<file path="config.mk">
export PLATFORM = sky130hd
export DESIGN_NAME = seg7_serial_rx
export DESIGN_NICKNAME = d
export VERILOG_FILES = /design/src/rtl/seg7_serial_rx.sv
export SDC_FILE = /design/constraint.sdc
export NUM_CORES = 1
export LEC_CHECK = 0
export ABC_CLOCK_PERIOD_IN_PS = 2300
export CORE_MARGIN = 2
export CORE_UTILIZATION = 40
export DETAILED_ROUTE_END_ITERATION = 12
export SLEW_MARGIN = 20
export SYNTH_ARGS = -nofsm -noshare
export SYNTH_HDL_FRONTEND = slang
export SYNTH_SLANG_ARGS = --single-unit
</file>
<file path="constraint.sdc">
create_clock -name clk -period 2.3 [get_ports clk]
set_input_delay 0.345 -clock clk [delete_from_list [all_inputs] [get_ports clk]]
set_output_delay 0.345 -clock clk [all_outputs]
set_load 0.02 [all_outputs]
</file>
<file path="src/rtl/seg7_serial_rx.sv">
// seg7_serial_rx: oversampling receiver for the 8-digit 7-segment serial chain.
// Deserializes 64-bit frames, latches the raw pattern and decodes each digit
// back to a hex nibble plus decimal point.
module seg7_serial_rx #(
  parameter int unsigned SYNC_STAGES = 2,
  parameter int unsigned FRAME_BITS  = 64
) (
  input  logic                  clk,
  input  logic                  rst_n,
  input  logic                  seg_clk,
  input  logic                  seg_do,
  input  logic                  seg_pen,
  input  logic                  seg_clr,
  output logic [FRAME_BITS-1:0] seg_pattern,
  output logic [31:0]           digits,
  output logic [7:0]            digit_ok,
  output logic [7:0]            point,
  output logic                  frame_valid,
  output logic                  frame_err
);

  localparam int unsigned NUM_DIGITS = 8;
  localparam int unsigned CNT_W      = 7;
  localparam logic [CNT_W-1:0] CNT_FULL = CNT_W'(FRAME_BITS);
  localparam logic [CNT_W-1:0] CNT_SAT  = CNT_W'(FRAME_BITS + 1);

  // Synchronizer chains; bit 0 is the first stage
  logic [SYNC_STAGES-1:0] clk_sync_q;
  logic [SYNC_STAGES-1:0] do_sync_q;
  logic [SYNC_STAGES-1:0] pen_sync_q;
  logic [SYNC_STAGES-1:0] clr_sync_q;

  // Edge-detect history
  logic clk_prev_q;
  logic pen_prev_q;

  // Deserializer state
  logic [FRAME_BITS-1:0] shift_q, shift_d;
  logic [CNT_W-1:0]      cnt_q, cnt_d;

  // Frame-end event, carried one cycle to the output stage
  logic                  good_q, good_d;
  logic                  bad_q, bad_d;
  logic [FRAME_BITS-1:0] snap_q, snap_d;

  // Decode of the snapshot, registered into the outputs
  logic [31:0] dec_digits;
  logic [7:0]  dec_ok;
  logic [7:0]  dec_point;

  logic clk_s, do_s, pen_s, clr_s;
  logic clk_rise, pen_rise;

  assign clk_s    = clk_sync_q[SYNC_STAGES-1];
  assign do_s     = do_sync_q[SYNC_STAGES-1];
  assign pen_s    = pen_sync_q[SYNC_STAGES-1];
  assign clr_s    = clr_sync_q[SYNC_STAGES-1];
  assign clk_rise = clk_s & ~clk_prev_q;
  assign pen_rise = pen_s & ~pen_prev_q;

  // Active-low glyph to {ok, nibble}; anything unrecognized is {0, 0}
  function automatic logic [4:0] decode_glyph(input logic [6:0] seg);
    logic [4:0] r;
    case (seg)
      7'h40:   r = 5'h10;
      7'h79:   r = 5'h11;
      7'h24:   r = 5'h12;
      7'h30:   r = 5'h13;
      7'h19:   r = 5'h14;
      7'h12:   r = 5'h15;
      7'h02:   r = 5'h16;
      7'h78:   r = 5'h17;
      7'h00:   r = 5'h18;
      7'h10:   r = 5'h19;
      7'h08:   r = 5'h1A;
      7'h03:   r = 5'h1B;
      7'h46:   r = 5'h1C;
      7'h21:   r = 5'h1D;
      7'h06:   r = 5'h1E;
      7'h0E:   r = 5'h1F;
      default: r = 5'h00;
    endcase
    return r;
  endfunction

  // Synchronize serial inputs; reset to idle levels so no edge appears after reset
  always_ff @(posedge clk) begin
    if (!rst_n) begin
      clk_sync_q <= {SYNC_STAGES{1'b0}};
      do_sync_q  <= {SYNC_STAGES{1'b0}};
      pen_sync_q <= {SYNC_STAGES{1'b1}};
      clr_sync_q <= {SYNC_STAGES{1'b1}};
      clk_prev_q <= 1'b0;
      pen_prev_q <= 1'b1;
    end else begin
      clk_sync_q <= {clk_sync_q[SYNC_STAGES-2:0], seg_clk};
      do_sync_q  <= {do_sync_q[SYNC_STAGES-2:0], seg_do};
      pen_sync_q <= {pen_sync_q[SYNC_STAGES-2:0], seg_pen};
      clr_sync_q <= {clr_sync_q[SYNC_STAGES-2:0], seg_clr};
      clk_prev_q <= clk_s;
      pen_prev_q <= pen_s;
    end
  end

  // Next-state: clear dominates, shift precedes the frame-end count check
  always_comb begin
    shift_d = shift_q;
    cnt_d   = cnt_q;
    good_d  = 1'b0;
    bad_d   = 1'b0;
    snap_d  = snap_q;
    if (!clr_s) begin
      shift_d = '1;
      cnt_d   = '0;
    end else if (clk_rise) begin
      shift_d = {shift_q[FRAME_BITS-2:0], do_s};
      if (cnt_q != CNT_SAT) begin
        cnt_d = cnt_q + CNT_W'(1);
      end
    end
    if (pen_rise) begin
      if (cnt_d == CNT_FULL) begin
        good_d = 1'b1;
        snap_d = shift_d;
      end else begin
        bad_d = 1'b1;
      end
      cnt_d = '0;
    end
  end

  // Deserializer and frame-end event registers
  always_ff @(posedge clk) begin
    if (!rst_n) begin
      shift_q <= '1;
      cnt_q   <= '0;
      good_q  <= 1'b0;
      bad_q   <= 1'b0;
      snap_q  <= '1;
    end else begin
      shift_q <= shift_d;
      cnt_q   <= cnt_d;
      good_q  <= good_d;
      bad_q   <= bad_d;
      snap_q  <= snap_d;
    end
  end

  // Per-digit decode of the captured frame
  always_comb begin
    dec_digits = '0;
    dec_ok     = '0;
    dec_point  = '0;
    for (int k = 0; k < NUM_DIGITS; k++) begin
      logic [4:0] g;
      g = decode_glyph(snap_q[8*k +: 7]);
      dec_digits[4*k +: 4] = g[3:0];
      dec_ok[k]            = g[4];
      dec_point[k]         = ~snap_q[8*k + 7];
    end
  end

  // Output stage: all latched outputs and frame_valid change on the same edge
  always_ff @(posedge clk) begin
    if (!rst_n) begin
      seg_pattern <= '1;
      digits      <= '0;
      digit_ok    <= '0;
      point       <= '0;
      frame_valid <= 1'b0;
      frame_err   <= 1'b0;
    end else begin
      frame_valid <= good_q;
      frame_err   <= bad_q;
      if (good_q) begin
        seg_pattern <= snap_q;
        digits      <= dec_digits;
        digit_ok    <= dec_ok;
        point       <= dec_point;
      end
    end
  end

endmodule

</file>
==> results.txt <==
----------------------------------------------------
[Logic synthesis]
  Share of the synthesized area in the top cell type ... 0.4391
  Post-synth cell types ... 72
  Synth Flop Type ... sky130_fd_sc_hd__dfxtp_1
  Biggest area consumer among synthesized cells ... sky130_fd_sc_hd__dfxtp_1
  Post-synth design cell area ... 11900 µm²
  Seq cells post-synth ... 261
  Yosys synthesis warning count ... 0
  Post-Syn Instances ... 1344
  Post-synthesis net count ... 1352
  Synth top area cells ... sky130_fd_sc_hd__dfxtp_1 (44%), sky130_fd_sc_hd__mux2_4 (7.6%), sky130_fd_sc_hd__nand2_1 (7.2%)
  Share of the yosys chip area belonging to registers ... 0.4391
  Number of enable flip-flop cells after synthesis ... 0
  Fraction of registers with async set/reset ... 0
  Avg Synthesized Cell Area ... 8.853 µm²

[Global routing]
  First-pass GRT wire length ... 46500 µm
  Antenna violations before repair ... 0
  Total global routing overflow ... 0
  Total routing usage reported by global routing ... 0.1764
  Number of global-route vias before repair ... 9194
  Largest net degree at the start of global routing ... 67

[Power and ir drop]
  Share of power burned in the clock network ... 0.498
  Share of power burned in registers ... 0.474
  Relative contribution of combinational cells to total power ... 0.028
  Power density relative to cell area ... 666.0 nW/µm²
  Switching power ... 2.084 mW
  Net switching fraction of the power ... 0.2144
  Internal power consumption ... 7.635 mW
  Maximum VDD drop ... 0.0005477 V
  Static power due to leakage ... 5.623 nW

[STA]
  Final number of hold-violating endpoints ... 0
  Total setup violations reported at the end of the flow ... 61
  Setup skew after layout ... 15.66 ps
  RSZ-0062 raised after global routing ... true
  Final worst-path setup slack ... -60.19 ps
  Slew margin rel. ... 0.5354
  Crit share post-route ... 1.026
  Maximum clock rate ... 423.7 MHz
  Final critical delay including setup and external delays ... 2360 ps
  Max Slew Vio Count ... 0
  Worst Max-Slew Pin Slew ... 696.9 ps

[Route]
  Final Routed Wirelength ... 27950 µm
  DR vias ... 9532
  Wire length per cell ... 15.24 µm
  Drt initial violations ... 634
  Detailed-routing iteration count for the pre-antenna-repair pass ... 7
  Via/cell ratio ... 5.197
  Antenna Violating Nets Remaining ... 0
  DRC violation count after routing ... 0

[Die]
  Die X-Extent ... 176.5 µm
  Area of the core region ... 29480 µm²
  I/O pin count ... 120
  Initial Util ... 0.4036
  Chip height ... 176.5 µm
  Die Area ... 31140 µm²
  Number of rows created at floorplan ... 63

[Status]
  Run status ... finished with violations
  Violations in the final reports ... setup timing

[Clock tree]
  Clk_lat worst skew ... 550 ps
  Clk buf depth ... 3
  H-tree depth ... 1
  Clk pin slew, worst setup/hold paths ... 60 ps
  Total clock buffers created by CTS ... 30
  Root Buffer Master ... sky130_fd_sc_hd__clkbuf_16
  CTS tree ... yes
  Clock tree sinks ... 261

[Setup path]
  Category of the worst setup path capture point ... flip-flop
  Crit path launch type ... flip-flop
  Required time at the worst-slack endpoint ... 2740 ps
  Start-to-end type of the worst setup path ... flip-flop to flip-flop
  Crit path max fanout ... 8
  Crit path arrival time ... 2800 ps

[Final layout]
  Nets@finish ... 1428
  Count of inserted antenna diode cells ... 0
  Area of all placed cells without fillers ... 14590 µm²
  Fraction of final layout cells with drive strength greater than 1 ... 0.1302
  Area added between synthesis and finish ... 22.65%
  Final core utilization ... 0.4950

[Flow run]
  Max-cap viol count ... 0

[Placed design]
  RD Place Congestion ... 0.8147
  Standard cell area after detailed placement ... 13360 µm²
  Count of input and output buffers ... 119
  Detailed-placement wirelength estimate ... 17370 µm

[Hold path]
  Worst hold-check path type ... input pin to flip-flop

----------------------------------------------------
## through the flow
stage                     total power, mW  worst slack (ps)  setup TNS (ps)  hold WS [ps]  cells
final                               9.719            -60.19           -1204         43.93   1834
after global routing                10.09            -90.58           -3487         42.48   1834
after CTS                           9.851             21.28               0         24.42   1822
after detailed placement            4.972            -24.92          -344.8         398.0   1766
after global placement              4.968            -8.099          -99.99         393.7   1766
after floorplan                     4.887             199.9               0         386.3   1344
## synth_stat cells, types with 6 or more instances
| cell type | number |
|---|---|
| sky130_fd_sc_hd__a211oi_1 | 14 |
| sky130_fd_sc_hd__a21boi_0 | 6 |
| sky130_fd_sc_hd__a21oi_1 | 50 |
| sky130_fd_sc_hd__a22oi_1 | 8 |
| sky130_fd_sc_hd__a31oi_1 | 23 |
| sky130_fd_sc_hd__a41oi_1 | 6 |
| sky130_fd_sc_hd__and2_1 | 13 |
| sky130_fd_sc_hd__buf_1 | 6 |
| sky130_fd_sc_hd__buf_12 | 6 |
| sky130_fd_sc_hd__clkbuf_1 | 104 |
| sky130_fd_sc_hd__dfxtp_1 | 261 |
| sky130_fd_sc_hd__inv_1 | 11 |
| sky130_fd_sc_hd__mux2_4 | 60 |
| sky130_fd_sc_hd__mux2i_1 | 58 |
| sky130_fd_sc_hd__nand2_1 | 228 |
| sky130_fd_sc_hd__nand2b_1 | 92 |
| sky130_fd_sc_hd__nand3_1 | 75 |
| sky130_fd_sc_hd__nand3b_1 | 10 |
| sky130_fd_sc_hd__nand4_1 | 11 |
| sky130_fd_sc_hd__nand4b_1 | 9 |
| sky130_fd_sc_hd__nor2_1 | 66 |
| sky130_fd_sc_hd__nor2b_1 | 8 |
| sky130_fd_sc_hd__nor3_1 | 26 |
| sky130_fd_sc_hd__nor3b_1 | 11 |
| sky130_fd_sc_hd__o21ai_0 | 51 |
| sky130_fd_sc_hd__o22ai_1 | 9 |
| sky130_fd_sc_hd__o32ai_1 | 7 |
| sky130_fd_sc_hd__or2_2 | 6 |
| sky130_fd_sc_hd__xnor2_1 | 6 |
| sky130_fd_sc_hd__xor2_1 | 11 |
## metal layers
metal | global-route usage | part of all wire
met1 | 0.2391 | 0.47
met2 | 0.2925 | 0.46
met4 | 0.04442 | 0.016
met3 | 0.02907 | 0.045
met5 | 0 | 0
## registers in the layout (all words and copies together) (netlist names), 2 cells and up
name,flops
clk_sync_q,2
clr_sync_q,2
cnt_q,7
digit_ok,8
digits,32
do_sync_q,2
pen_sync_q,2
point,8
seg_pattern,64
shift_q,64
snap_q,64
## critical path: stages, from the launching register on
cell	delay [ps]
sky130_fd_sc_hd__dfxtp_4	360
sky130_fd_sc_hd__inv_2	40
sky130_fd_sc_hd__ha_4	150
sky130_fd_sc_hd__and3b_2	230
sky130_fd_sc_hd__a21oi_2	180
sky130_fd_sc_hd__mux2i_1	290
sky130_fd_sc_hd__nand4b_1	280
sky130_fd_sc_hd__buf_6	240
sky130_fd_sc_hd__clkbuf_16	170
sky130_fd_sc_hd__mux2_4	300
## power groups by stage
| stage | logic, mW | clock network (mW) | registers [mW] |
|---|---|---|---|
| final | 0.270 | 4.84 | 4.61 |
| after global routing | 0.304 | 5.17 | 4.61 |
| after CTS | 0.267 | 4.98 | 4.61 |
| after detailed placement | 0.266 | 0 | 4.71 |
| after global placement | 0.263 | 0 | 4.71 |
| after floorplan | 0.186 | 0 | 4.70 |
## final cells by class
cell class                 count  area [µm²]
clock buffer                  45       918.4
clock inverter                11       111.4
fill                        2788       14890
inverter                      12       45.04
multi-input combinational    949        6121
sequential                   261        5234
tap                          390       488.0
timing repair buffer         166        1677
## final timing paths
check | from | end | slack [ps] | cells after the start
setup / recovery | cnt_q[1] | snap_q[16] | -60 | 9
setup reg to reg | cnt_q[1] | snap_q[16] | -60 | 9
hold / removal | rst_n | clr_sync_q[0] | 40 | 2
hold reg to reg | pen_sync_q[0] | pen_sync_q[1] | 410 | 1
## cell families after synthesis
kind of cell    Yosys count  share of synthesized area
simple gates            593                     0.2502
flops                   261                     0.4391
compound gates          215                     0.1162
buf+inv                 134                    0.05163
mux                     122                     0.1283
xor+xnor                 17                    0.01251
fa+ha+maj                 2                   0.002103
## what timing repair did
| action | 4_1_cts | 5_1_grt |
|---|---|---|
| endpoints found under the hold margin | 0 | 0 |
| pin swaps | 0 | 5 |
| setup endpoints to repair | 23 | 59 |
| resized for setup | 2 | 14 |
| buffers inserted | 0 | 9 |
| cloned | 0 | 3 |
| hold buffers | 0 | 0 |
## cell usage in the layout (no fill, tap or decap), types with 10 or more instances in the layout
| cell type | instances |
|---|---|
| sky130_fd_sc_hd__dfxtp_1 | 258 |
| sky130_fd_sc_hd__nand2_1 | 228 |
| sky130_fd_sc_hd__clkdlybuf4s50_1 | 118 |
| sky130_fd_sc_hd__nand2b_1 | 91 |
| sky130_fd_sc_hd__nand3_1 | 75 |
| sky130_fd_sc_hd__nor2_1 | 66 |
| sky130_fd_sc_hd__mux2_4 | 60 |
| sky130_fd_sc_hd__mux2i_1 | 58 |
| sky130_fd_sc_hd__o21ai_0 | 51 |
| sky130_fd_sc_hd__a21oi_1 | 50 |
| sky130_fd_sc_hd__buf_4 | 34 |
| sky130_fd_sc_hd__clkbuf_16 | 33 |
| sky130_fd_sc_hd__nor3_1 | 25 |
| sky130_fd_sc_hd__a31oi_1 | 23 |
| sky130_fd_sc_hd__a211oi_1 | 14 |
| sky130_fd_sc_hd__and2_1 | 12 |
| sky130_fd_sc_hd__nand4_1 | 11 |
| sky130_fd_sc_hd__xor2_1 | 11 |
| sky130_fd_sc_hd__nor3b_1 | 11 |
| sky130_fd_sc_hd__inv_1 | 10 |
| sky130_fd_sc_hd__nand3b_1 | 10 |
(Power assumes the default switching activity.)
